File: src/rtl/keypad_matrix_emulator_if.sv
// Key-code handshake between a key source and keypad_matrix_emulator.
// The master offers codes; the slave reports FIFO space through in_ready.
interface keypad_matrix_emulator_if;
  logic       in_valid;
  logic [3:0] in_code;
  logic       in_ready;

  modport master (output in_valid, output in_code, input in_ready);
  modport slave  (input in_valid, input in_code, output in_ready);
endinterface

File: src/rtl/keypad_matrix_emulator.sv
// Emulates presses of keys 0-9 on a scanned 4-row x 3-column active-low keypad.
// Optional macro KEYEMU_BOUNCE_EN: the first BOUNCE_ROUNDS press rounds drive only even rounds.
module keypad_matrix_emulator #(
  parameter int DEPTH         = 4,
  parameter int HOLD_ROUNDS   = 3,
  parameter int GAP_ROUNDS    = 2,
  parameter int BOUNCE_ROUNDS = 2
) (
  input  logic                     clk,
  input  logic                     rst,
  keypad_matrix_emulator_if.slave  key_if,
  input  logic [2:0]               sel,
  output logic [2:0]               column,
  output logic                     busy,
  output logic [3:0]               pressed_code,
  output logic                     key_done,
  output logic                     code_err
);

  localparam int         AW      = $clog2(DEPTH);
  localparam logic [AW:0] PTR_ONE = (AW+1)'(1);
  localparam logic [7:0] HOLD_R  = 8'(HOLD_ROUNDS);
  localparam logic [7:0] GAP_R   = 8'(GAP_ROUNDS);

  if (DEPTH < 2 || DEPTH > 16 || (DEPTH & (DEPTH - 1)) != 0 ||
      HOLD_ROUNDS < 1 || HOLD_ROUNDS > 255 || GAP_ROUNDS < 1 || GAP_ROUNDS > 255 ||
      BOUNCE_ROUNDS < 0 || BOUNCE_ROUNDS > 255) begin : g_param_err
    $error("keypad_matrix_emulator: parameter out of range");
  end

  typedef enum logic [1:0] {IDLE, WAIT_SYNC, PRESS, GAP} state_e;

  state_e      state_q, state_d;
  logic [3:0]  mem_q [DEPTH];
  logic [AW:0] wr_ptr_q, wr_ptr_d, rd_ptr_q, rd_ptr_d;
  logic [7:0]  round_cnt_q, round_cnt_d;
  logic [3:0]  pressed_code_q, pressed_code_d;
  logic [2:0]  column_q, column_d;
  logic        key_done_q, key_done_d;
  logic        code_err_q, code_err_d;
  logic [2:0]  sel_q;
  logic        full, empty, bad_code, push, boundary, drive_en;

  // Row index with bit 3 set for "no key", so no sel value can ever match it.
  function automatic logic [3:0] key_row(input logic [3:0] code);
    case (code)
      4'd1, 4'd2, 4'd3: key_row = 4'd0;
      4'd4, 4'd5, 4'd6: key_row = 4'd1;
      4'd7, 4'd8, 4'd9: key_row = 4'd2;
      4'd0:             key_row = 4'd3;
      default:          key_row = 4'b1000;
    endcase
  endfunction

  function automatic logic [2:0] key_col(input logic [3:0] code);
    case (code)
      4'd1, 4'd4, 4'd7:       key_col = 3'b011;
      4'd2, 4'd5, 4'd8, 4'd0: key_col = 3'b101;
      4'd3, 4'd6, 4'd9:       key_col = 3'b110;
      default:                key_col = 3'b111;
    endcase
  endfunction

  assign full     = (wr_ptr_q[AW] != rd_ptr_q[AW]) && (wr_ptr_q[AW-1:0] == rd_ptr_q[AW-1:0]);
  assign empty    = (wr_ptr_q == rd_ptr_q);
  assign bad_code = (key_if.in_code > 4'd9);
  assign push     = key_if.in_valid && !full && !bad_code;
  assign boundary = (sel_q == 3'b011) && (sel == 3'b000);

`ifdef KEYEMU_BOUNCE_EN
  localparam logic [7:0] BOUNCE_R = 8'(BOUNCE_ROUNDS);
  assign drive_en = (round_cnt_d >= BOUNCE_R) || !round_cnt_d[0];
`else
  assign drive_en = 1'b1;
`endif

  // NOTE: every signal written here gets a default first, so no path can infer a latch.
  always_comb begin
    state_d        = state_q;
    round_cnt_d    = round_cnt_q;
    pressed_code_d = pressed_code_q;
    rd_ptr_d       = rd_ptr_q;
    key_done_d     = 1'b0;
    wr_ptr_d       = push ? wr_ptr_q + PTR_ONE : wr_ptr_q;
    code_err_d     = key_if.in_valid && !full && bad_code;

    case (state_q)
      IDLE: begin
        if (!empty) begin
          pressed_code_d = mem_q[rd_ptr_q[AW-1:0]];
          rd_ptr_d       = rd_ptr_q + PTR_ONE;
          round_cnt_d    = '0;
          state_d        = WAIT_SYNC;
        end
      end
      WAIT_SYNC: begin
        if (boundary) begin
          round_cnt_d = '0;
          state_d     = PRESS;
        end
      end
      PRESS: begin
        if (boundary) begin
          if (round_cnt_q + 8'd1 == HOLD_R) begin
            pressed_code_d = 4'b1111;
            round_cnt_d    = '0;
            state_d        = GAP;
          end else begin
            round_cnt_d = round_cnt_q + 8'd1;
          end
        end
      end
      GAP: begin
        if (boundary) begin
          if (round_cnt_q + 8'd1 == GAP_R) begin
            key_done_d  = 1'b1;
            round_cnt_d = '0;
            state_d     = IDLE;
          end else begin
            round_cnt_d = round_cnt_q + 8'd1;
          end
        end
      end
      default: state_d = IDLE;
    endcase

    // Decoding from next-cycle state keeps the first and last rounds of a press complete.
    column_d = 3'b111;
    if (state_d == PRESS && drive_en && key_row(pressed_code_d) == {1'b0, sel})
      column_d = key_col(pressed_code_d);
  end

  // NOTE: state registers use non-blocking assignments so all flops update from pre-edge values.
  always_ff @(posedge clk or posedge rst) begin
    if (rst) begin
      state_q        <= IDLE;
      wr_ptr_q       <= '0;
      rd_ptr_q       <= '0;
      round_cnt_q    <= '0;
      pressed_code_q <= 4'b1111;
      column_q       <= 3'b111;
      key_done_q     <= 1'b0;
      code_err_q     <= 1'b0;
      sel_q          <= 3'b000;
    end else begin
      state_q        <= state_d;
      wr_ptr_q       <= wr_ptr_d;
      rd_ptr_q       <= rd_ptr_d;
      round_cnt_q    <= round_cnt_d;
      pressed_code_q <= pressed_code_d;
      column_q       <= column_d;
      key_done_q     <= key_done_d;
      code_err_q     <= code_err_d;
      sel_q          <= sel;
    end
  end

  // NOTE: storage is not reset; the pointers alone decide which entries are valid.
  always_ff @(posedge clk) begin
    if (push) mem_q[wr_ptr_q[AW-1:0]] <= key_if.in_code;
  end

  assign key_if.in_ready = !full;
  assign busy            = !empty || (state_q != IDLE);
  assign column          = column_q;
  assign pressed_code    = pressed_code_q;
  assign key_done        = key_done_q;
  assign code_err        = code_err_q;

endmodule

File: src/flat_wrapper.sv
// flat-port wrapper written by rule: the top's interface ports become plain ports
module keypad_matrix_emulator_flat 
#(
  parameter int DEPTH         = 4,
  parameter int HOLD_ROUNDS   = 3,
  parameter int GAP_ROUNDS    = 2,
  parameter int BOUNCE_ROUNDS = 2
)
  (clk, rst, sel, column, busy, pressed_code, key_done, code_err, key_if_in_valid, key_if_in_code, key_if_in_ready);
  keypad_matrix_emulator_if key_if_i ();
  input  logic clk;
  input  logic rst;
  input  logic [2:0] sel;
  output logic [2:0] column;
  output logic busy;
  output logic [3:0] pressed_code;
  output logic key_done;
  output logic code_err;
  input wire logic [$bits(key_if_i.in_valid)-1:0] key_if_in_valid;
  input wire logic [$bits(key_if_i.in_code)-1:0] key_if_in_code;
  output wire logic [$bits(key_if_i.in_ready)-1:0] key_if_in_ready;
  assign key_if_i.in_valid = key_if_in_valid;
  assign key_if_i.in_code = key_if_in_code;
  assign key_if_in_ready = key_if_i.in_ready;
  keypad_matrix_emulator #(.DEPTH(DEPTH), .HOLD_ROUNDS(HOLD_ROUNDS), .GAP_ROUNDS(GAP_ROUNDS), .BOUNCE_ROUNDS(BOUNCE_ROUNDS)) u_core (.clk(clk), .rst(rst), .key_if(key_if_i), .sel(sel), .column(column), .busy(busy), .pressed_code(pressed_code), .key_done(key_done), .code_err(code_err));
endmodule
File: config.mk
export PLATFORM = sky130hd
export DESIGN_NAME = keypad_matrix_emulator_flat
export DESIGN_NICKNAME = d
export VERILOG_FILES = /design/src/rtl/keypad_matrix_emulator_if.sv /design/src/rtl/keypad_matrix_emulator.sv /design/src/flat_wrapper.sv
export SDC_FILE = /design/constraint.sdc
export NUM_CORES = 1
export LEC_CHECK = 0
export CELL_PAD_IN_SITES_DETAIL_PLACEMENT = 0
export CELL_PAD_IN_SITES_GLOBAL_PLACEMENT = 1
export CORE_UTILIZATION = 46
export CTS_BUF_LIST = sky130_fd_sc_hd__clkbuf_8 sky130_fd_sc_hd__clkbuf_16
export DETAILED_ROUTE_END_ITERATION = 8
export HOLD_SLACK_MARGIN = 0.05
export PLACE_DENSITY = 0.79
export REMOVE_ABC_BUFFERS = 1
export SYNTH_ARGS = -nofsm -noshare
export SYNTH_HDL_FRONTEND = slang
export SYNTH_SLANG_ARGS = --single-unit
File: constraint.sdc
create_clock -name clk -period 4.52 [get_ports clk]
set_input_delay 0.904 -clock clk [delete_from_list [all_inputs] [get_ports clk]]
set_output_delay 0.904 -clock clk [all_outputs]
set_load 0.02 [all_outputs]
==> summary.md, run 1 <==
| Metric | Value |
|---|---|
| Cell types with the largest area share after synthesis | `dfrtp_1, edfxtp_1, dfstp_2` |
| Clock tree from TritonCTS | `done` |
| Worst IR drop on VDD | `between 300 and 400 uV` |
| # resized after CTS | `0` |
| Capturing instance or port of the critical path | `u_core.column[1]` |
| Path depth of the worst reg2reg path | `11` |
| Max Clock Skew | `approximately 0.011 ns` |
| Clock insertion delay at the later pin of the skew report | `~0.30 ns` |
| Setup repair after global routing missed its margin | `false` |
| Unique masters post-synth | `50` |
| Asr flop ratio synth | `0.636` |
| HPWL after detailed placement | `3300 um` |
| Number of global-route vias before repair | `1,579` |
| CTS Buf Count | `5` |
| Final Max Slew Viols | `0` |
| Class of the most critical setup path | `input pin to register` |
| I/O pins | `21` |
| Wire length of the first global-routing pass | `7690 um` |
| Synth top area share | `0.221` |
| Y dimension of the die | `73.9 um` |
| Wire length reported by the detailed router | `approximately 4400 um` |
| Overall global routing resource usage | `0.190` |
| Number of standard-cell rows in the floorplan | `25` |
| Buffers inserted during post-CTS setup optimization | `0` |
| Min-Delay Path Class | `register to register` |
| Post-synth top area cell | `dfrtp_1` |
| Total negative slack | `0 ns` |
| Clock H-tree levels | `2` |
| Highest routed metal layer | `met4` |
| Via Count | `1,669` |
| Worst slew margin relative to its limit | `0.588` |
| Count of maximum capacitance violations | `0` |
| Synthesis-to-finish area growth | `17.0%` |
| Worst setup path startpoint | `sel[1]` |
| Number of failing setup endpoints in the final timing report | `0` |
| Total standard cell area after synthesis | `2380 um^2` |
| EDFF count, synth | `16` |
| Count of input and output buffers | `20` |
| Leakage Power | `0.00112 uW` |
| Sequential fraction of the synthesis area | `0.500` |
| Buffers from clock root to sink, at most | `2` |
| Layout cells sized above 1 | `0.135` |
| Data arrival time of the worst path | `approximately 4.4 ns` |
| Kind of capture point of the worst setup path | `register` |
| WL met2 | `between 2000 and 2500 um` |
| Worst endpoint required time | `4.73 ns` |
| Pre-CTS setup slack | `between 0.015 and 0.02 ns` |
| Clock transition at path regs | `approximately 0.09 ns` |
| First-iteration detailed-routing DRC count | `104` |
| Clock tree sinks | `44` |
| Time the final worst path needs with I/O delays and setup | `4.23 ns` |
| Launch instance of the worst register-to-register path | `u_core.round_cnt_q[0]` |
| Highest clock rate | `237 MHz` |
| Sort of element at the start of the critical path | `input pin` |
| Fill cell total of the finished layout | `430` |
| Number of nets with antenna violations after detailed routing | `0` |
| Routed vias/inst | `5.37` |
| Final cell utilization of the core | `0.574` |
| Synthesized instance count | `217` |
| Pin count of the biggest net entering global routing | `20` |
| Total congestion overflow after global routing | `0` |
| Met3 WL post-DR | `127 um` |
| DP Area | `2670 um^2` |
| Met1 Routed Length | `2120 um` |
| Setup slack on the worst flop-to-flop path | `just over 1 ns` |
| Worst r2r dst | `u_core.column[1]` |
| Residual DRC | `0` |
| Count of endpoints failing hold in the final timing report | `0` |
| Number of detailed-route iterations in the first pass | `4` |
| Starting Density | `0.491` |
| Synth Flop Type | `dfrtp_1` |
| Core ar. | `4850 um^2` |
| Count of inserted antenna diode cells | `0` |
| Post-route fraction of the period consumed by the critical path | `0.935` |
| Final weighted congestion in routability-driven placement | `roughly 0.77` |
| Number of antenna violations at the first check in global routing | `0` |
| Power density over cell area | `slightly below 600 nW/um^2` |
| Post-synthesis sequential element count | `44` |
| Total die area | `5470 um^2` |
| Most common cell in the synthesized netlist | `nand2_1` |
| Library cell used as clock root buffer | `clkbuf_8` |
| Number of buffers inserted by hold repair at cts | `0` |
| Result of the run | `complete, no violations` |
| Crit path setup slack, layout | `0.294 ns` |
| Commonest cells post-synth | `nand2_1, dfrtp_1, edfxtp_1, nor2_1, o21ai_0` |
| Nets | `266` |
| Mean instance size in the synthesized netlist | `11.0 um^2` |
| Worst Path Max Fanout | `4` |
| Final std cell area, no fill | `2790 um^2` |
| Slew of the pin with the lowest slew margin | `0.612 ns` |
| Count of synthesis-stage warnings from yosys | `0` |
| Drt wl/cell | `14.2 um` |
| Chip width | `73.9 um` |
==> per-stage QoR <==
stage	std cells	total power, uW	hold slack (ns)
after floorplan	211	1120	0.473
after global placement	303	1330	0.501
after detailed placement	303	1320	0.501
after CTS	311	1640	0.512
after global routing	311	1750	0.531
final	311	1620	0.522
==> sequential cells by signal, indices dropped and copies added (netlist names) <==
register             flops
u_core.round_cnt_q       8
u_core.column            3
u_core.wr_ptr_q          3
u_core.key_done          1
u_core.sel_q             3
u_core.pressed_code      4
u_core.code_err          1
u_core.mem_q            16
u_core.state_q           2
u_core.rd_ptr_q          3
==> worst max-delay path: stages <==
cell	delay [ns]
clkdlybuf4s50_1	0.44
or4b_4	0.56
nor4_1	0.36
or4b_1	0.52
or2_1	0.27
and3_1	0.24
ha_1	0.24
o21a_1	0.17
a21o_1	0.20
a2111oi_4	0.35
o2111ai_1	0.18
==> cell usage in the layout, fill, tap and decap left out, types with 6 or more instances in the layout <==
cell	synthesis	final
nand3_1	7	7
and3_1	6	6
dfstp_2	7	7
dfrtp_1	21	21
inv_1	10	10
nand2_1	25	25
o21ai_0	16	16
edfxtp_1	16	16
ha_1	13	13
nor2_1	16	16
clkdlybuf4s50_1	0	20
==> final cells by class <==
| type | instances | area [um^2] | share of cell area |
|---|---|---|---|
| Clock buffer | 5 | 68.8 | 0.0247 |
| Timing Repair Buffer | 25 | 238 | 0.0854 |
| Tap cell | 67 | 83.8 | 0.0301 |
| Inverter | 13 | 55.1 | 0.0198 |
| Sequential cell | 44 | 1190 | 0.427 |
| Multi-Input combinational cell | 154 | 1100 | 0.396 |
| Clock inverter | 3 | 47.5 | 0.0171 |
==> layer usage <==
| metal | up-vias | track usage |
|---|---|---|
| met5 | - | 0 |
| met4 | 0 | 0.0769 |
| met3 | 4 | 0.0420 |
| met2 | 30 | 0.303 |
| met1 | 799 | 0.254 |
| li1 | 836 | - |
==> cells by family after synthesis <==
family,after synthesis,share of synthesized area
AOI/OAI and AO/OA,48,0.152
xor gates and xnor gates,10,0.0368
adders and majority gates,13,0.0683
buffers and inverters,19,0.0373
DFF,44,0.500
muxes,5,0.0426
and+or+nand+nor,78,0.163
==> power breakdown <==
| part | total (uW) | internal (uW) | switching, uW |
|---|---|---|---|
| registers | 602 | 509 | 92.8 |
| clock network | 308 | 166 | 141 |
| logic | 716 | 306 | 409 |
==> worst min path at each step <==
| stage | end | slack, ns | cells past startpoint | startpoint |
|---|---|---|---|---|
| after floorplan | u_core.round_cnt_q[7] | 0.47 | 1 | u_core.round_cnt_q[7] |
| final | u_core.round_cnt_q[7] | 0.52 | 1 | u_core.round_cnt_q[7] |
| after global routing | u_core.round_cnt_q[7] | 0.53 | 1 | u_core.round_cnt_q[7] |
| after global placement | u_core.round_cnt_q[7] | 0.50 | 1 | u_core.round_cnt_q[7] |
| after detailed placement | u_core.round_cnt_q[7] | 0.50 | 1 | u_core.round_cnt_q[7] |
| after CTS | u_core.round_cnt_q[7] | 0.51 | 1 | u_core.round_cnt_q[7] |
(Power assumes the default switching activity.)
==> run 2, diff against run 1 <==
Settings changed: CORE_UTILIZATION 46 to 43, GPL_TIMING_DRIVEN from default to 0, PLACE_DENSITY 0.79 to 0.74.
==> run 2 against run 1 <==
Net effect:
- core utilization is 3.8 points lower
- die area rose by 6.8%
- setup slack got worse by 0.088 ns
- sequential cell count unchanged
- sequential power barely moved
==> summary.md, run 2 (synthesis results as in run 1) <==
| Metric | Value |
|---|---|
| Count of input and output buffers | `20 (unchanged)` |
| Total die area | `5840 um^2 (was 5470 um^2)` |
| Count of inserted antenna diode cells | `0 (unchanged)` |
| Overall Power | `1640 uW (was 1620 uW)` |
| Count of maximum capacitance violations | `0 (unchanged)` |
| Beginning of the worst hold path | `u_core.round_cnt_q[7] (unchanged)` |
| HPWL after detailed placement | `3160 um (was 3300 um)` |
| Number of standard-cell rows in the floorplan | `26 (was 25)` |
| Number of antenna violations at the first check in global routing | `0 (unchanged)` |
| Power spent charging and discharging nets | `646 uW (was 643 uW)` |
| Multi-input gate area in the final layout | `1120 um^2 (was 1100 um^2)` |
| Power density over cell area | `589 nW/um^2 (was 583 nW/um^2)` |
| Part of the total power dissipated in the clock network | `0.188 (was 0.189)` |
| Switching share of power | `0.393 (was 0.396)` |
| Worst r2r dst | `u_core.column[1] (unchanged)` |
| Number of nets with antenna violations after detailed routing | `0 (unchanged)` |
| Leakage Power | `0.00111 uW (was 0.00112 uW)` |
| Routed vias/inst | `5.20 (was 5.37)` |
| Hold Path Sink | `u_core.round_cnt_q[7] (unchanged)` |
| Number of global-route vias before repair | `1,571 (was 1,579)` |
| Count of endpoints failing hold in the final timing report | `0 (unchanged)` |
| Overall global routing resource usage | `0.170 (was 0.190)` |
| Fill cell total of the finished layout | `467 (was 430)` |
| Data arrival time of the worst path | `4.53 ns (was 4.44 ns)` |
| Post-route fraction of the period consumed by the critical path | `0.954 (was 0.935)` |
| Number of failing setup endpoints in the final timing report | `0 (unchanged)` |
| Pin count of the biggest net entering global routing | `29 (was 20)` |
| Highest clock rate | `232 MHz (was 237 MHz)` |
| Core ar. | `5200 um^2 (was 4850 um^2)` |
| Time the final worst path needs with I/O delays and setup | `4.31 ns (was 4.23 ns)` |
| Setup repair after global routing missed its margin | `false (unchanged)` |
| Clock tree from TritonCTS | `done (unchanged)` |
| Hold path cells | `1 (unchanged)` |
| Via Count | `1,623 (was 1,669)` |
| Max Clock Skew | `0.00911 ns (was 0.0114 ns)` |
| Residual DRC | `0 (unchanged)` |
| Clock H-tree levels | `2 (unchanged)` |
| Chip width | `76.4 um (was 73.9 um)` |
| Final weighted congestion in routability-driven placement | `0.757 (was 0.769)` |
| Highest-count cells in the layout ignoring fill and taps | `nand2_1, dfrtp_1, clkdlybuf4s50_1 (unchanged)` |
| Comb power frac | `0.445 (was 0.440)` |
| Worst IR drop on VDD | `292 uV (was 313 uV)` |
| Most common cell after layout, fill and taps aside | `nand2_1 (unchanged)` |
| Worst Path Max Fanout | `5 (was 4)` |
| Library cell used as clock root buffer | `clkbuf_8 (unchanged)` |
| Final Max Slew Viols | `0 (unchanged)` |
| Clock tree sinks | `44 (unchanged)` |
| Worst endpoint required time | `4.74 ns (was 4.73 ns)` |
| Launch instance of the worst register-to-register path | `u_core.round_cnt_q[0] (unchanged)` |
| Wire length of the first global-routing pass | `7730 um (was 7690 um)` |
| Kind of capture point of the worst setup path | `register (unchanged)` |
| Buffers from clock root to sink, at most | `2 (unchanged)` |
| CTS Buf Count | `5 (unchanged)` |
| Clock transition at path regs | `0.09 ns (about the same)` |
| Clock insertion delay at the later pin of the skew report | `0.31 ns (was 0.30 ns)` |
| Result of the run | `complete, no violations (unchanged)` |
| Number of flip-flops under the largest register name | `16 (unchanged)` |
| Finished Layout Cells | `312 (was 311)` |
| Wire length reported by the detailed router | `4330 um (was 4430 um)` |
| I/O pins | `21 (unchanged)` |
| Starting Density | `0.457 (was 0.491)` |
| Y dimension of the die | `76.4 um (was 73.9 um)` |
| First-iteration detailed-routing DRC count | `52 (was 104)` |
| Synthesis-to-finish area growth | `17.2% (was 17.0%)` |
| Sort of element at the start of the critical path | `input pin (unchanged)` |
| Drt wl/cell | `13.9 um (was 14.2 um)` |
| Flop pwr share | `0.367 (was 0.370)` |
| Number of detailed-route iterations in the first pass | `4 (unchanged)` |
| Flip-flop and latch area | `1190 um^2 (unchanged)` |
| Setup slack on the worst flop-to-flop path | `0.97 ns (was 1.02 ns)` |
| Min-Delay Path Class | `register to register (unchanged)` |
| Slew of the pin with the lowest slew margin | `1.05 ns (was 0.612 ns)` |
| Path depth of the worst reg2reg path | `12 (was 11)` |
| Class of the most critical setup path | `input pin to register (unchanged)` |
| Cell Count Post-Placement | `301 (was 303)` |
| Nets | `264 (was 266)` |
| Layout cells sized above 1 | `0.136 (was 0.135)` |
| Total congestion overflow after global routing | `0 (unchanged)` |
| Pint | `997 uW (was 981 uW)` |
| Worst slew margin relative to its limit | `0.296 (was 0.588)` |
-- run 2: worst max-delay path, cell delays in order --
cell             delay (ns)
clkdlybuf4s50_1        0.50
or4b_4                 0.59
nor4_2                 0.31
or4b_1                 0.50
or2_1                  0.31
a21oi_4                0.22
inv_1                  0.09
ha_1                   0.23
o21a_1                 0.17
a21o_1                 0.20
a2111oi_4              0.34
o2111ai_1              0.17
-- run 2: power by group through the flow --
stage	Sequential [uW]	Combinational, uW	Clock (uW)
6_report	603	731	309
3_5_place_dp	614	697	0
5_1_grt	620	828	337
4_1_cts	604	708	320
2_1_floorplan	613	506	0
3_3_place_gp	612	692	0
-- run 2: metrics by stage --
stage	utilization	hold WS [ns]	setup slack [ns]	setup TNS [ns]	instance area (um^2)
after floorplan	-	0.473	0.601	0	2350
after global placement	0.506	0.499	-0.486	-1.39	2640
after detailed placement	0.506	0.505	-0.453	-1.29	2640
after CTS	0.529	0.514	0.0371	0	2750
after global routing	0.536	0.545	0.0347	0	2790
final	0.536	0.516	0.206	0	2790
-- run 2: how the worst max path moves through the flow --
stage	from	end
after detailed placement	sel[1]	u_core.column[1]
after floorplan	sel[1]	u_core.column[0]
after CTS	sel[1]	u_core.column[1]
after global routing	sel[1]	u_core.column[1]
after global placement	sel[1]	u_core.column[1]
final	sel[1]	u_core.column[1]
-- run 2: routing by layer --
layer,track usage,vias up,part of all wire
li1,-,832,-
met1,0.224,757,0.48
met2,0.271,28,0.47
met3,0.0395,6,0.033
met4,0.0635,0,0.016
met5,0,-,0
-- run 2: layout make-up --
class,instances,area share
multi-input cells,154,0.401
clock buffers,5,0.0247
clock inverters,3,0.0166
inverters,13,0.0197
flip-flops and latches,44,0.426
well taps,70,0.0314
repair buffers,23,0.0798
-- run 2: repair_timing --
| action | in CTS | in global routing |
|---|---|---|
| setup endpoints to repair | 3 | 3 |
| buffers inserted | 0 | 3 |
| pin swaps | 0 | 1 |
| hold buffers | 0 | 0 |
| resized for setup | 1 | 2 |
